$ cat config.mk
export PLATFORM = sky130hd
export DESIGN_NAME = serial_pattern_tx
export DESIGN_NICKNAME = d
export VERILOG_FILES = /design/src/rtl/seq_pkg.sv /design/src/rtl/pattern_shifter.sv /design/src/rtl/serial_pattern_tx.sv
export SDC_FILE = /design/constraint.sdc
export NUM_CORES = 1
export LEC_CHECK = 0
export ABC_AREA = 0
export CAP_MARGIN = 20
export CORE_MARGIN = 2
export CORE_UTILIZATION = 57
export DETAILED_ROUTE_END_ITERATION = 12
export PLACE_DENSITY = 0.84
export SLEW_MARGIN = 20
export SYNTH_ARGS = -nofsm -noshare
export SYNTH_HDL_FRONTEND = slang
export SYNTH_SLANG_ARGS = --single-unit
$ cat constraint.sdc
create_clock -name Clk -period 5.2 [get_ports Clk]
set_input_delay 0.52 -clock Clk [delete_from_list [all_inputs] [get_ports Clk]]
set_output_delay 0.52 -clock Clk [all_outputs]
set_load 0.005 [all_outputs]
$ cat src/rtl/seq_pkg.sv
// Shared definitions for the serial sequence-detector interface: FSM state
// encoding, idle line level and the reference 1001 pattern.
package seq_pkg;

    typedef enum logic [1:0] {
        IDLE  = 2'd0,
        SHIFT = 2'd1,
        GAP   = 2'd2,
        DONE  = 2'd3
    } state_t;

    localparam logic       IDLE_LEVEL = 1'b0;
    localparam logic [3:0] PAT_1001   = 4'b1001;

endpackage

$ cat src/rtl/pattern_shifter.sv
// Loadable MSB-first rotating shift register with bit counter. o_bit/o_last
// describe the bit being emitted at the coming edge (load or advance).
module pattern_shifter #(
    parameter int WIDTH = 4
) (
    input  logic             i_clk,
    input  logic             i_rst_n,
    input  logic             i_load,
    input  logic             i_adv,
    input  logic [WIDTH-1:0] i_pattern,
    output logic             o_bit,
    output logic             o_last
);

    localparam int IDX_W = $clog2(WIDTH);

    logic [WIDTH-1:0] r_sh;
    logic [IDX_W-1:0] r_idx;

    // Rotating (not shifting) keeps the pattern intact for the next
    // repetition: after WIDTH emissions r_sh is back to the loaded value.
    always_ff @(posedge i_clk or negedge i_rst_n) begin
        if (!i_rst_n) begin
            r_sh  <= '0;
            r_idx <= '0;
        end else if (i_load) begin
            r_sh  <= {i_pattern[WIDTH-2:0], i_pattern[WIDTH-1]};
            r_idx <= IDX_W'(WIDTH - 2);
        end else if (i_adv) begin
            r_sh  <= {r_sh[WIDTH-2:0], r_sh[WIDTH-1]};
            r_idx <= (r_idx == '0) ? IDX_W'(WIDTH - 1) : r_idx - IDX_W'(1);
        end
    end

    assign o_bit  = i_load ? i_pattern[WIDTH-1] : r_sh[WIDTH-1];
    assign o_last = !i_load && (r_idx == '0);

endmodule

$ cat src/rtl/serial_pattern_tx.sv
// Serial bit-pattern transmitter: sends a captured pattern MSB-first, repeated
// reps times with an optional idle gap, all outputs registered.
module serial_pattern_tx
    import seq_pkg::*;
#(
    parameter int WIDTH = 4,
    parameter int CNT_W = 4,
    parameter int GAP_W = 3
) (
    input  logic             Clk,
    input  logic             reset,
    input  logic             start,
    input  logic             abort,
    input  logic [WIDTH-1:0] pattern,
    input  logic [CNT_W-1:0] reps,
    input  logic [GAP_W-1:0] gap,
    output logic             O,
    output logic             valid,
    output logic             last_bit,
    output logic             busy,
    output logic             done,
    output logic [1:0]       dbg_state
);

    state_t           r_state, w_next_state;
    logic [CNT_W-1:0] r_reps, w_next_reps;
    logic [GAP_W-1:0] r_gap_cfg, w_next_gap_cfg;
    logic [GAP_W-1:0] r_gap_cnt, w_next_gap_cnt;
    logic             r_o, r_valid, r_last, r_busy, r_done;
    logic             w_o, w_valid, w_last, w_busy, w_done;
    logic             w_load, w_adv, w_emit;
    logic             w_bit, w_bit_last;

    pattern_shifter #(.WIDTH(WIDTH)) u_shifter (
        .i_clk     (Clk),
        .i_rst_n   (reset),
        .i_load    (w_load),
        .i_adv     (w_adv),
        .i_pattern (pattern),
        .o_bit     (w_bit),
        .o_last    (w_bit_last)
    );

    always_ff @(posedge Clk or negedge reset) begin
        if (!reset) begin
            r_state   <= IDLE;
            r_reps    <= '0;
            r_gap_cfg <= '0;
            r_gap_cnt <= '0;
            r_o       <= IDLE_LEVEL;
            r_valid   <= 1'b0;
            r_last    <= 1'b0;
            r_busy    <= 1'b0;
            r_done    <= 1'b0;
        end else begin
            r_state   <= w_next_state;
            r_reps    <= w_next_reps;
            r_gap_cfg <= w_next_gap_cfg;
            r_gap_cnt <= w_next_gap_cnt;
            r_o       <= w_o;
            r_valid   <= w_valid;
            r_last    <= w_last;
            r_busy    <= w_busy;
            r_done    <= w_done;
        end
    end

    // Outputs are computed for the cycle after the edge, so r_last marks the
    // cycle currently carrying bit 0 and decides what follows it.
    always_comb begin
        w_next_state   = r_state;
        w_next_reps    = r_reps;
        w_next_gap_cfg = r_gap_cfg;
        w_next_gap_cnt = r_gap_cnt;
        w_load         = 1'b0;
        w_adv          = 1'b0;
        w_emit         = 1'b0;
        w_done         = 1'b0;
        w_o            = IDLE_LEVEL;
        w_valid        = 1'b0;
        w_last         = 1'b0;

        case (r_state)
            IDLE: begin
                if (start && !abort) begin
                    w_load         = 1'b1;
                    w_next_reps    = reps;
                    w_next_gap_cfg = gap;
                    if (reps != '0) begin
                        w_next_state = SHIFT;
                        w_emit       = 1'b1;
                    end else begin
                        w_next_state = DONE;
                        w_done       = 1'b1;
                    end
                end
            end
            SHIFT: begin
                if (abort) begin
                    w_next_state = IDLE;
                end else if (r_last) begin
                    w_next_reps = r_reps - CNT_W'(1);
                    if (r_reps == CNT_W'(1)) begin
                        w_next_state = DONE;
                        w_done       = 1'b1;
                    end else if (r_gap_cfg == '0) begin
                        w_adv  = 1'b1;
                        w_emit = 1'b1;
                    end else begin
                        w_next_state   = GAP;
                        w_next_gap_cnt = r_gap_cfg - GAP_W'(1);
                    end
                end else begin
                    w_adv  = 1'b1;
                    w_emit = 1'b1;
                end
            end
            GAP: begin
                if (abort) begin
                    w_next_state = IDLE;
                end else if (r_gap_cnt == '0) begin
                    w_next_state = SHIFT;
                    w_adv        = 1'b1;
                    w_emit       = 1'b1;
                end else begin
                    w_next_gap_cnt = r_gap_cnt - GAP_W'(1);
                end
            end
            DONE: begin
                w_next_state = IDLE;
            end
            default: begin
                w_next_state = IDLE;
            end
        endcase

        if (w_emit) begin
            w_o     = w_bit;
            w_valid = 1'b1;
            w_last  = w_bit_last;
        end

        w_busy = (w_next_state != IDLE);
    end

    assign O         = r_o;
    assign valid     = r_valid;
    assign last_bit  = r_last;
    assign busy      = r_busy;
    assign done      = r_done;
    assign dbg_state = r_state;

endmodule

==> results.md, run 1 <==
* Status: finished clean
* Skew final at 0.005364 ns
* # H-tree levels at 1
* Sequential fraction of the synthesis area at 0.4067
* Post-CTS Setup Inserts at 0
* Min cycle time layout at 2.362 ns
* Total I/O pin count at 22
* Post-CTS sizing at 0
* Leak at just under 0.7 nW
* Hold_buf cts at 0
* Max-Cap Viols at 0
* Mapped Cells at around 150
* Slowest CP cell: ha_1
* Post-DP HPWL at approximately 2.3 mm
* TritonCTS clock tree: done
* Area Overhead vs Synth at 17.33%
* Share of cells above drive strength 1 at 0.08876
* Final period util at 0.4542
* # DRC at 0
* CTS max path bufs at 2
* Startpoint class of the critical path: register
* Initial DRC Count at between 40 and 50
* Setup slack after layout at ~2.8 ns
* CP Max Fanout at 18
* Avg WL per Cell at between 15 and 20 um
* Vias per cell at 6.020
* Worst skew pair latency at 0.30 ns
* Syn nets at approximately 170
* Most common cell after layout, fill and taps aside: dfrtp_1
* Die W at around 54 um
* Nets@finish at 193
* Syn Area/Cell at approximately 9.6 um^2
* Global route overflow at 0
* Final Setup Violations at 0
* Pin count of the biggest net entering global routing at 24
* Yosys warns at 0
* TritonCTS Buffers at 3
* Filler instances at 188
* Layout Cells excl Fill at between 150 and 200
* Total track usage at 0.2257
* Vias in the first global route at between 1000 and 1500
* Drt total wl at 3.068 mm
* Crit path kind: register to register
* Die Ht at roughly 54 um
* Clk sinks at 23
* Detailed-route via count at ~1200
* Slowest cell delay on critical path at 0.61 ns
* DP Worst Slack at about 2.9 ns
* Port bufs at 21
* CP required at about 5.4 ns
* Post-synth cell types at 41
* RSZ-0062 raised after global routing: false
* Peak VDD IR at ~0.31 mV
* Post-DRT Antenna Nets at 0
* Setup TNS at 0 ns
* Core Rows at 18
* Hold_ws at 0.1670 ns
* Max Freq at 0.4234 GHz
* Cell Chain, Critical Path: inv_1 > ha_1 > nor2b_1 > a311o_4 > nand2_1 > nor4b_1
* Placed Instances at about 200
* Effective utilization at floorplan at 0.5872
* GPL Wtd Cong at between 0.8 and 0.9
* Most frequent cells in the layout: dfrtp_1 (23), clkdlybuf4s50_1 (20), nand2_1 (18), a21oi_1 (14), o21ai_0 (11)
* Critical Path AT at ~2.6 ns
* Initial antenna violation count at 0
* First-pass iteration count of the detailed router at 4
* Core ar. at about 2400 um^2
* Fin. Hold Viols at 0
* Hold crit path type: input port to async pin
* Pwr Density at roughly 480 nW/um^2
* Pins over their slew limit at 0
* Yosys reg bits at 23
* Crit end category: register
* Clock slew at reported path FFs at ~0.13 ns
* N_diodes at 0
* DIE AREA at around 2900 um^2
* Final Util at 0.6890
* First-pass GRT wire length at between 4 and 5 mm
* Tightest Pin Transition at between 0.6 and 0.7 ns
* Syn Std Cell Area at 1415 um^2
* Clk root buf: clkbuf_4
* Max_slew headroom at 0.5500
flip-flops by register name, indices dropped and copies added (netlist names):
name	cells
O	1
busy	1
dbg_state	2
done	1
last_bit	1
r_gap_cfg	3
r_gap_cnt	3
r_reps	4
u_shifter.r_idx	2
u_shifter.r_sh	4
valid	1
cell usage after synthesis (all sizes together):
master   instances  area [um^2]
nor4b            2        32.53
or3b             1        11.26
buf              3        20.01
nor4             2        12.51
a211oi           1        12.51
o221a            1        11.26
o31ai            2        15.01
dfrtp           23        575.6
ha               8        100.1
o221ai           1        8.760
mux2             1        11.26
nand3b           1        7.510
or4              1        7.510
nor3             4        41.29
a31oi            7        43.79
nand2b           5        31.28
a22o             1        8.760
clkbuf           1        3.750
nand2           18        67.56
o311ai           1        8.760
and2             1        6.260
o21ai           11        55.05
a21oi           14        70.07
o32ai            1        8.760
a311o            1        20.02
o2111ai          1        8.760
xor2             1        8.760
o211ai           2        20.02
nor3b            1        7.510
mux2i            4        40.04
a311oi           1        26.28
nand4            1        6.260
nor2b            3        18.77
nand3            4        20.02
nor2             9        33.78
inv              9        33.78
metal layers:
metal,vias up,GRT usage,routed length (um)
met4,0,0.02564,0
met3,0,0.03333,139
met5,-,0,0
met1,578,0.3179,1410
met2,39,0.3780,1518
li1,581,-,-
worst paths after layout:
kind	startpoint	endpoint	slack [ns]	depth (start not counted)
max in group asynchronous	reset	u_shifter.r_sh[2]$_DFFE_PN0P_	4.68	1
setup / recovery	dbg_state[1]$_DFF_PN0_	last_bit$_DFF_PN0_	2.84	6
hold reg to reg	u_shifter.r_idx[0]$_DFFE_PN0P_	u_shifter.r_idx[0]$_DFFE_PN0P_	0.51	1
min in group Clk	u_shifter.r_idx[0]$_DFFE_PN0P_	u_shifter.r_idx[0]$_DFFE_PN0P_	0.51	1
setup reg to reg	dbg_state[1]$_DFF_PN0_	last_bit$_DFF_PN0_	2.84	6
hold / removal	reset	r_reps[0]$_DFFE_PN0P_	0.17	1
critical path, delay by kind of cell, from the launching register on:
kind	cells	cell delay [ns]
AND/OR/NAND/NOR	3	0.83
adder cells (fa/ha/maj)	1	0.61
flip-flops	1	0.44
AO/OA/AOI/OAI	1	0.24
buffers and inverters	1	0.13
kinds of logic after synthesis:
kind of cell,count (synthesis),synth area share
flops,23,0.4067
compound gates,45,0.2246
fa+ha+maj,8,0.07074
buf+inv,13,0.04066
xor+xnor,1,0.006190
simple gates,53,0.2149
mux,5,0.03625
area by class of cell:
class / count / area [um^2] / share of cell area
clock buffers: 4 / 26.28 / 0.01583
inverters: 9 / 33.78 / 0.02035
multi-input cells: 112 / 782.0 / 0.4710
flip-flops and latches: 23 / 575.6 / 0.3466
well taps: 30 / 37.54 / 0.02261
repair buffers: 21 / 205.2 / 0.1236
per-stage QoR:
| step | total power, mW | instance area, um^2 |
|---|---|---|
| final | 0.7995 | 1660 |
| after global routing | 0.8582 | 1660 |
| after floorplan | 0.5985 | 1415 |
| after detailed placement | 0.7153 | 1639 |
| after CTS | 0.7984 | 1665 |
| after global placement | 0.6959 | 1639 |
where the power goes:
part | leakage [nW] | internal [mW] | switching [mW]
clock | 0.0150 | 0.0299 | 0.0532
combinational | 0.384 | 0.179 | 0.211
sequential | 0.282 | 0.253 | 0.0736
total | 0.680 | 0.461 | 0.338
No activity file was read; power rests on OpenSTA's default activity.
==> run 2, diff against run 1 <==
--- a/config.mk
+++ b/config.mk
@@ -8,9 +8,9 @@
 export ABC_AREA = 0
 export CAP_MARGIN = 20
 export CORE_MARGIN = 2
-export CORE_UTILIZATION = 57
+export CORE_UTILIZATION = 48
 export DETAILED_ROUTE_END_ITERATION = 12
-export PLACE_DENSITY = 0.84
+export PLACE_DENSITY = 0.75
 export SLEW_MARGIN = 20
 export SYNTH_ARGS = -nofsm -noshare
 export SYNTH_HDL_FRONTEND = slang
==> constraint.sdc (replaced) <==
create_clock -name Clk -period 2.1 [get_ports Clk]
set_input_delay 0.21 -clock Clk [delete_from_list [all_inputs] [get_ports Clk]]
set_output_delay 0.21 -clock Clk [all_outputs]
set_load 0.005 [all_outputs]
==> run 2 against run 1 <==
Effect of this change:
- sequential share of layout area fell by 1.5 points
- highest routed layer is now met4
- critical path type unchanged
- largest cell class unchanged
- non-clock buffer count increased by 7
- critical path depth did not move
- die area up 17%
==> results.md, run 2 (same netlist as run 1, synthesis figures left out) <==
* Die W at 58.30 um (+8.3%)
* Register area at 575.6 um^2 (unchanged)
* # H-tree levels at 1 (unchanged)
* Cell Chain, Critical Path: inv_1 > ha_1 > nor4b_4 > nor2_1 > nand2_1 > mux2_2
* Most frequent cells in the layout: dfrtp_1 (23), clkdlybuf4s50_1 (21), nand2_1 (18), a21oi_1 (14), o21ai_0 (11)
* Core ar. at 2781 um^2 (+15%)
* Pwr Density at 1182 nW/um^2 (+150%)
* Post-DP HPWL at 2.487 mm (+8.8%)
* Final period util at 0.9309 (+0.4767)
* Slowest cell delay on critical path at 0.44 ns (-0.17 ns)
* Crit end category: register
* Min cycle time layout at 1.955 ns (-0.4071 ns)
* CTS max path bufs at 2 (unchanged)
* Crit path kind: register to register
* Hold_buf cts at 0 (unchanged)
* # DRC at 0 (unchanged)
* Share of cells above drive strength 1 at 0.1364 (+0.04761)
* RSZ-0062 raised after global routing: false
* Clock slew at reported path FFs at 0.14 ns (about the same)
* Crit-path leading delay family: simple AND/OR/NAND/NOR gates
* CP Max Fanout at 7 (-11)
* Die Ht at 58.30 um (+8.3%)
* Startpoint class of the critical path: register
* DIE AREA at 3398 um^2 (+17%)
* Biggest regs: r_reps (4), u_shifter.r_sh (4)
* TritonCTS clock tree: done
* First-pass iteration count of the detailed router at 4 (unchanged)
* Vias in the first global route at 1188 (+10%)
* Max-Cap Viols at 0 (unchanged)
* Critical Path AT at 2.17 ns (-0.38 ns)
* Port bufs at 21 (unchanged)
* Initial DRC Count at 39 (-11%)
* Fin. Hold Viols at 0 (unchanged)
* First-pass GRT wire length at 5.416 mm (+12%)
* GPL Wtd Cong at 0.9192 (+8.0%)
* TritonCTS Buffers at 3 (unchanged)
* Tightest Pin Transition at 0.4247 ns (-0.2503 ns)
* Pin count of the biggest net entering global routing at 24 (unchanged)
* CP required at 2.32 ns (-3.07 ns)
* Clk sinks at 23 (unchanged)
* Worst skew pair latency at 0.32 ns (+0.02 ns)
* Max_slew headroom at 0.7157 (+0.1657)
* Max Freq at 0.5115 GHz (+21%)
* Leak at 0.7239 nW (+6.4%)
* Core Rows at 19 (+1)
* Drt total wl at 3.247 mm (+5.8%)
* Post-DRT Antenna Nets at 0 (unchanged)
* Total track usage at 0.2051 (-0.02056)
* Setup TNS at 0 ns (unchanged)
* PnR Total Power at 2.050 mW (+160%)
* Pins over their slew limit at 0 (unchanged)
* Detailed-route via count at 1240 (+3.5%)
* Avg WL per Cell at 15.69 um (+1.7%)
* Final Setup Violations at 0 (unchanged)
* Slowest CP cell: nor4b_4
* R2R depth at 6 (unchanged)
* Peak VDD IR at 0.7531 mV (+140%)
* Total I/O pin count at 22 (unchanged)
* Clk root buf: clkbuf_4
* Global route overflow at 0 (unchanged)
* Instance count on the critical path at 6 (unchanged)
* Area Overhead vs Synth at 22.55%
* Hold crit path type: input port to async pin
* Initial antenna violation count at 0 (unchanged)
* Vias per cell at 5.990 (-0.49%)
* Status: finished clean
* Multi-input logic area at 795.8 um^2 (+1.8%)
* Skew final at 0.01050 ns (+0.005136 ns)
* Effective utilization at floorplan at 0.5088 (-0.07846)
* N_diodes at 0 (unchanged)
* Nets@finish at 200 (+3.6%)
* CP Buf/Inv Count at 1 (unchanged)
* Most common cell after layout, fill and taps aside: dfrtp_1
* Filler instances at 244 (+30%)
run 2: cell count changes in the layout (fill, tap and decap cells not counted), sizes merged:
cell | before | now
buf | 1 | 7
clkbuf | 4 | 3
clkdlybuf4s50 | 20 | 21
clkinv | 0 | 1
run 2: where the power goes:
group          internal [mW]  switching, mW  leakage [nW]
clock                 0.0714          0.143        0.0177
combinational          0.484          0.548         0.424
sequential             0.626          0.177         0.282
run 2: layer usage:
metal | wire length, um | global-route usage
met5 | 0 | 0
met4 | 35 | 0.04983
met3 | 118 | 0.02637
met2 | 1632 | 0.3499
met1 | 1461 | 0.2774
run 2: per-stage QoR:
step | std cells | utilization | setup WS [ns] | hold slack [ns] | cell area [um^2]
finish | 207 | 0.6235 | 0.1450 | 0.2228 | 1734
global route | 207 | 0.6235 | 0.02875 | 0.2383 | 1734
CTS | 207 | 0.6185 | 0.1166 | 0.2287 | 1720
detailed placement | 203 | 0.6086 | 0.1562 | 0.4911 | 1693
global placement | 203 | 0.6086 | 0.2148 | 0.4793 | 1693
floorplan | 148 | - | 0.3363 | -0.08559 | 1415
run 2: cell type report:
| cell class | instances | share of cell area |
|---|---|---|
| Timing Repair Buffer | 28 | 0.1515 |
| Sequential cell | 23 | 0.3319 |
| Inverter | 9 | 0.01948 |
| Multi-Input combinational cell | 112 | 0.4589 |
| Tap cell | 31 | 0.02237 |
| Clock inverter | 1 | 0.002886 |
| Clock buffer | 3 | 0.01299 |
run 2: final timing paths:
kind,endpoint,slack (ns),start
min,busy$_DFF_PN0_,0.22,reset
min in group Clk,r_gap_cfg[2]$_DFFE_PN0P_,0.41,gap[2]
max in group asynchronous,dbg_state[0]$_DFF_PN0_,1.63,reset
max reg2reg,r_gap_cnt[0]$_DFFE_PN0P_,0.15,dbg_state[0]$_DFF_PN0_
max,r_gap_cnt[0]$_DFFE_PN0P_,0.15,dbg_state[0]$_DFF_PN0_
min reg2reg,u_shifter.r_idx[0]$_DFFE_PN0P_,0.51,u_shifter.r_idx[0]$_DFFE_PN0P_
run 2: timing repair:
| action | 4_1_cts | 5_1_grt |
|---|---|---|
| resized for setup | 0 | 3 |
| buffers inserted | 0 | 0 |
| setup endpoints to repair | 0 | 6 |
==> run 3, diff against run 2 <==
--- a/config.mk
+++ b/config.mk
@@ -7,10 +7,12 @@
 export LEC_CHECK = 0
 export ABC_AREA = 0
 export CAP_MARGIN = 20
+export CELL_PAD_IN_SITES_DETAIL_PLACEMENT = 0
+export CELL_PAD_IN_SITES_GLOBAL_PLACEMENT = 1
 export CORE_MARGIN = 2
-export CORE_UTILIZATION = 48
+export CORE_UTILIZATION = 37
 export DETAILED_ROUTE_END_ITERATION = 12
-export PLACE_DENSITY = 0.75
+export PLACE_DENSITY_LB_ADDON = 0.1
 export SLEW_MARGIN = 20
 export SYNTH_ARGS = -nofsm -noshare
 export SYNTH_HDL_FRONTEND = slang
==> run 3 against run 2 <==
Effect of this change:
- critical path depth unchanged
- sequential cell count unchanged
- core utilization decreased by 14 points
- sequential share of layout area decreased by 0.56 points
==> results.md, run 3 (same netlist as run 1, synthesis figures left out) <==
* Tightest Pin Transition at 0.5144 ns (+0.08973 ns)
* Slowest cell delay on critical path at 0.46 ns (+0.02 ns)
* RSZ-0062 raised after global routing: false
* # H-tree levels at 1 (unchanged)
* CP Buf/Inv Count at 1 (unchanged)
* TritonCTS clock tree: done
* Hold_buf cts at 0 (unchanged)
* Initial antenna violation count at 0 (unchanged)
* Core Rows at 22 (+3)
* Slowest CP cell: o31ai_1
* Worst skew pair latency at 0.26 ns (-0.06 ns)
* Drt total wl at 3.257 mm (+0.31%)
* Vias per cell at 5.317 (-11%)
* Pwr Density at 1182 nW/um^2 (about the same)
* Final Util at 0.4819 (-0.1416)
* DIE AREA at 4336 um^2 (+28%)
* Avg WL per Cell at 14.54 um (-7.3%)
* Min cycle time layout at 1.901 ns (-0.05403 ns)
* CP required at 2.26 ns (-0.06 ns)
* Max_slew headroom at 0.6541 (-0.06155)
* Clk network pwr share at 0.131 (+0.026)
* PnR Total Power at 2.085 mW (+1.7%)
* Most common cell after layout, fill and taps aside: dfrtp_1
* Hold crit path type: input port to async pin
* Clk sinks at 23 (unchanged)
* Worst setup startpoint: dbg_state[1]$_DFF_PN0_
* First-pass GRT wire length at 5.637 mm (+4.1%)
* Dpl cell area at 1707 um^2 (+0.81%)
* Nets@finish at 200 (unchanged)
* Share of cells above drive strength 1 at 0.1307 (-0.005682)
* Crit-path leading delay family: compound AO/OA/AOI/OAI gates
* Setup TNS at 0 ns (unchanged)
* Combinational fraction of design power at 0.486 (-0.018)
* Seq pwr share at 0.383 (-0.009)
* Post-DRT Antenna Nets at 0 (unchanged)
* Crit end category: register
* Final Setup Violations at 0 (unchanged)
* Sw power at 0.8395 mW (-3.4%)
* Int Power at 1.245 mW (+5.4%)
* Crit path kind: register to register
* TritonCTS Buffers at 3 (unchanged)
* # DRC at 0 (unchanged)
* Initial DRC Count at 57 (+46%)
* Die W at 65.85 um (+13%)
* Reg-to-Reg End: r_gap_cnt[0]$_DFFE_PN0P_
* CTS max path bufs at 2 (unchanged)
* Peak VDD IR at 0.5713 mV (-24%)
* R2R depth at 6 (unchanged)
* Cell Chain, Critical Path: inv_1 > ha_1 > nand2_1 > o31ai_1 > nand2_1 > mux2_2
* Startpoint class of the critical path: register
* Pin count of the biggest net entering global routing at 24 (unchanged)
* Skew final at 0.003512 ns (-0.006988 ns)
* Biggest regs: r_reps (4), u_shifter.r_sh (4)
* GPL Wtd Cong at 0.7525 (-18%)
* Area Overhead vs Synth at 24.67%
* Status: finished clean
* Total track usage at 0.1724 (-0.03278)
* N_diodes at 0 (unchanged)
* Final period util at 0.9052 (-0.02573)
* Total I/O pin count at 22 (unchanged)
* Fin. Hold Viols at 0 (unchanged)
* Detailed-route via count at 1191 (-4.0%)
* Critical Path AT at 2.06 ns (-0.11 ns)
* Worst R2R Start: dbg_state[1]$_DFF_PN0_
* Clk root buf: clkbuf_8
* Max-Cap Viols at 0 (unchanged)
* Max Freq at 0.5261 GHz (+2.8%)
* Global route overflow at 0 (unchanged)
* Vias in the first global route at 1171 (-1.4%)
* Layout Cells excl Fill at 224 (+8.2%)
* Port bufs at 21 (unchanged)
* Pins over their slew limit at 0 (unchanged)
* Sw Ratio at 0.4027 (-0.02111)
* Fin area at 1764 um^2 (+1.7%)
* CP Max Fanout at 4 (-3)
* Placed Instances at 219 (+7.9%)
* Most used cell, CP: nand2_1
* Die Ht at 65.85 um (+13%)
* Effective utilization at floorplan at 0.3865 (-0.1222)
* Core ar. at 3661 um^2 (+32%)
* Post-DP HPWL at 2.414 mm (-2.9%)
* R2r setup slk at 0.20 ns (+0.05 ns)
* Clock slew at reported path FFs at 0.08 ns (-0.06 ns)
* First-pass iteration count of the detailed router at 4 (unchanged)
* Most frequent cells in the layout: dfrtp_1 (23), clkdlybuf4s50_1 (21), nand2_1 (18), a21oi_1 (14), o21ai_0 (11)
* Leak at 0.7225 nW (-0.19%)
==> run 3: how the worst max path moves through the flow <==
stage / to / slack (ns) / depth (start not counted)
after global routing: r_reps[2]$_DFFE_PN0P_ / 0.04 / 7
after CTS: r_gap_cnt[0]$_DFFE_PN0P_ / 0.15 / 6
after detailed placement: r_gap_cnt[0]$_DFFE_PN0P_ / 0.17 / 6
after global placement: r_gap_cnt[0]$_DFFE_PN0P_ / 0.19 / 6
final: r_gap_cnt[0]$_DFFE_PN0P_ / 0.20 / 6
after floorplan: r_gap_cnt[0]$_DFFE_PN0P_ / 0.34 / 7
==> run 3: metal layers <==
layer  wire length [um]  GRT usage  part of all wire  vias up
li1                   -          -                 -      593
met1               1574     0.2215              0.48      568
met2               1523     0.2929              0.47       25
met3                108    0.02555             0.033        5
met4                 50    0.06250             0.015        0
met5                  0          0                 0        -
==> run 3: area by class of cell <==
class                           count  area, um^2
Sequential cell                    23       575.6
Fill cell                         345        1897
Tap cell                           48       60.06
Clock buffer                        4       45.04
Timing Repair Buffer               28       262.8
Inverter                            9       33.78
Multi-Input combinational cell    112       787.0
==> run 3: power groups by stage <==
stage                     clock network (mW)  registers [mW]  logic (mW)
final                                  0.273           0.798        1.01
after global routing                   0.306           0.825        1.15
after CTS                              0.287           0.797        1.02
after detailed placement                   0           0.805        1.01
after global placement                     0           0.800       0.993
after floorplan                            0           0.779       0.704
==> run 3: metrics by stage <==
step | hold slack [ns] | setup WS [ns]
after floorplan | -0.08559 | 0.3363
after global placement | 0.4925 | 0.1890
after detailed placement | 0.4916 | 0.1713
after CTS | 0.3170 | 0.1515
after global routing | 0.3357 | 0.03864
final | 0.3068 | 0.1991
==> run 3: repair_timing <==
action,in CTS,in global routing
hold endpoints to repair,0,0
resized for setup,0,2
buffers inserted,0,1
setup endpoints to repair,0,1
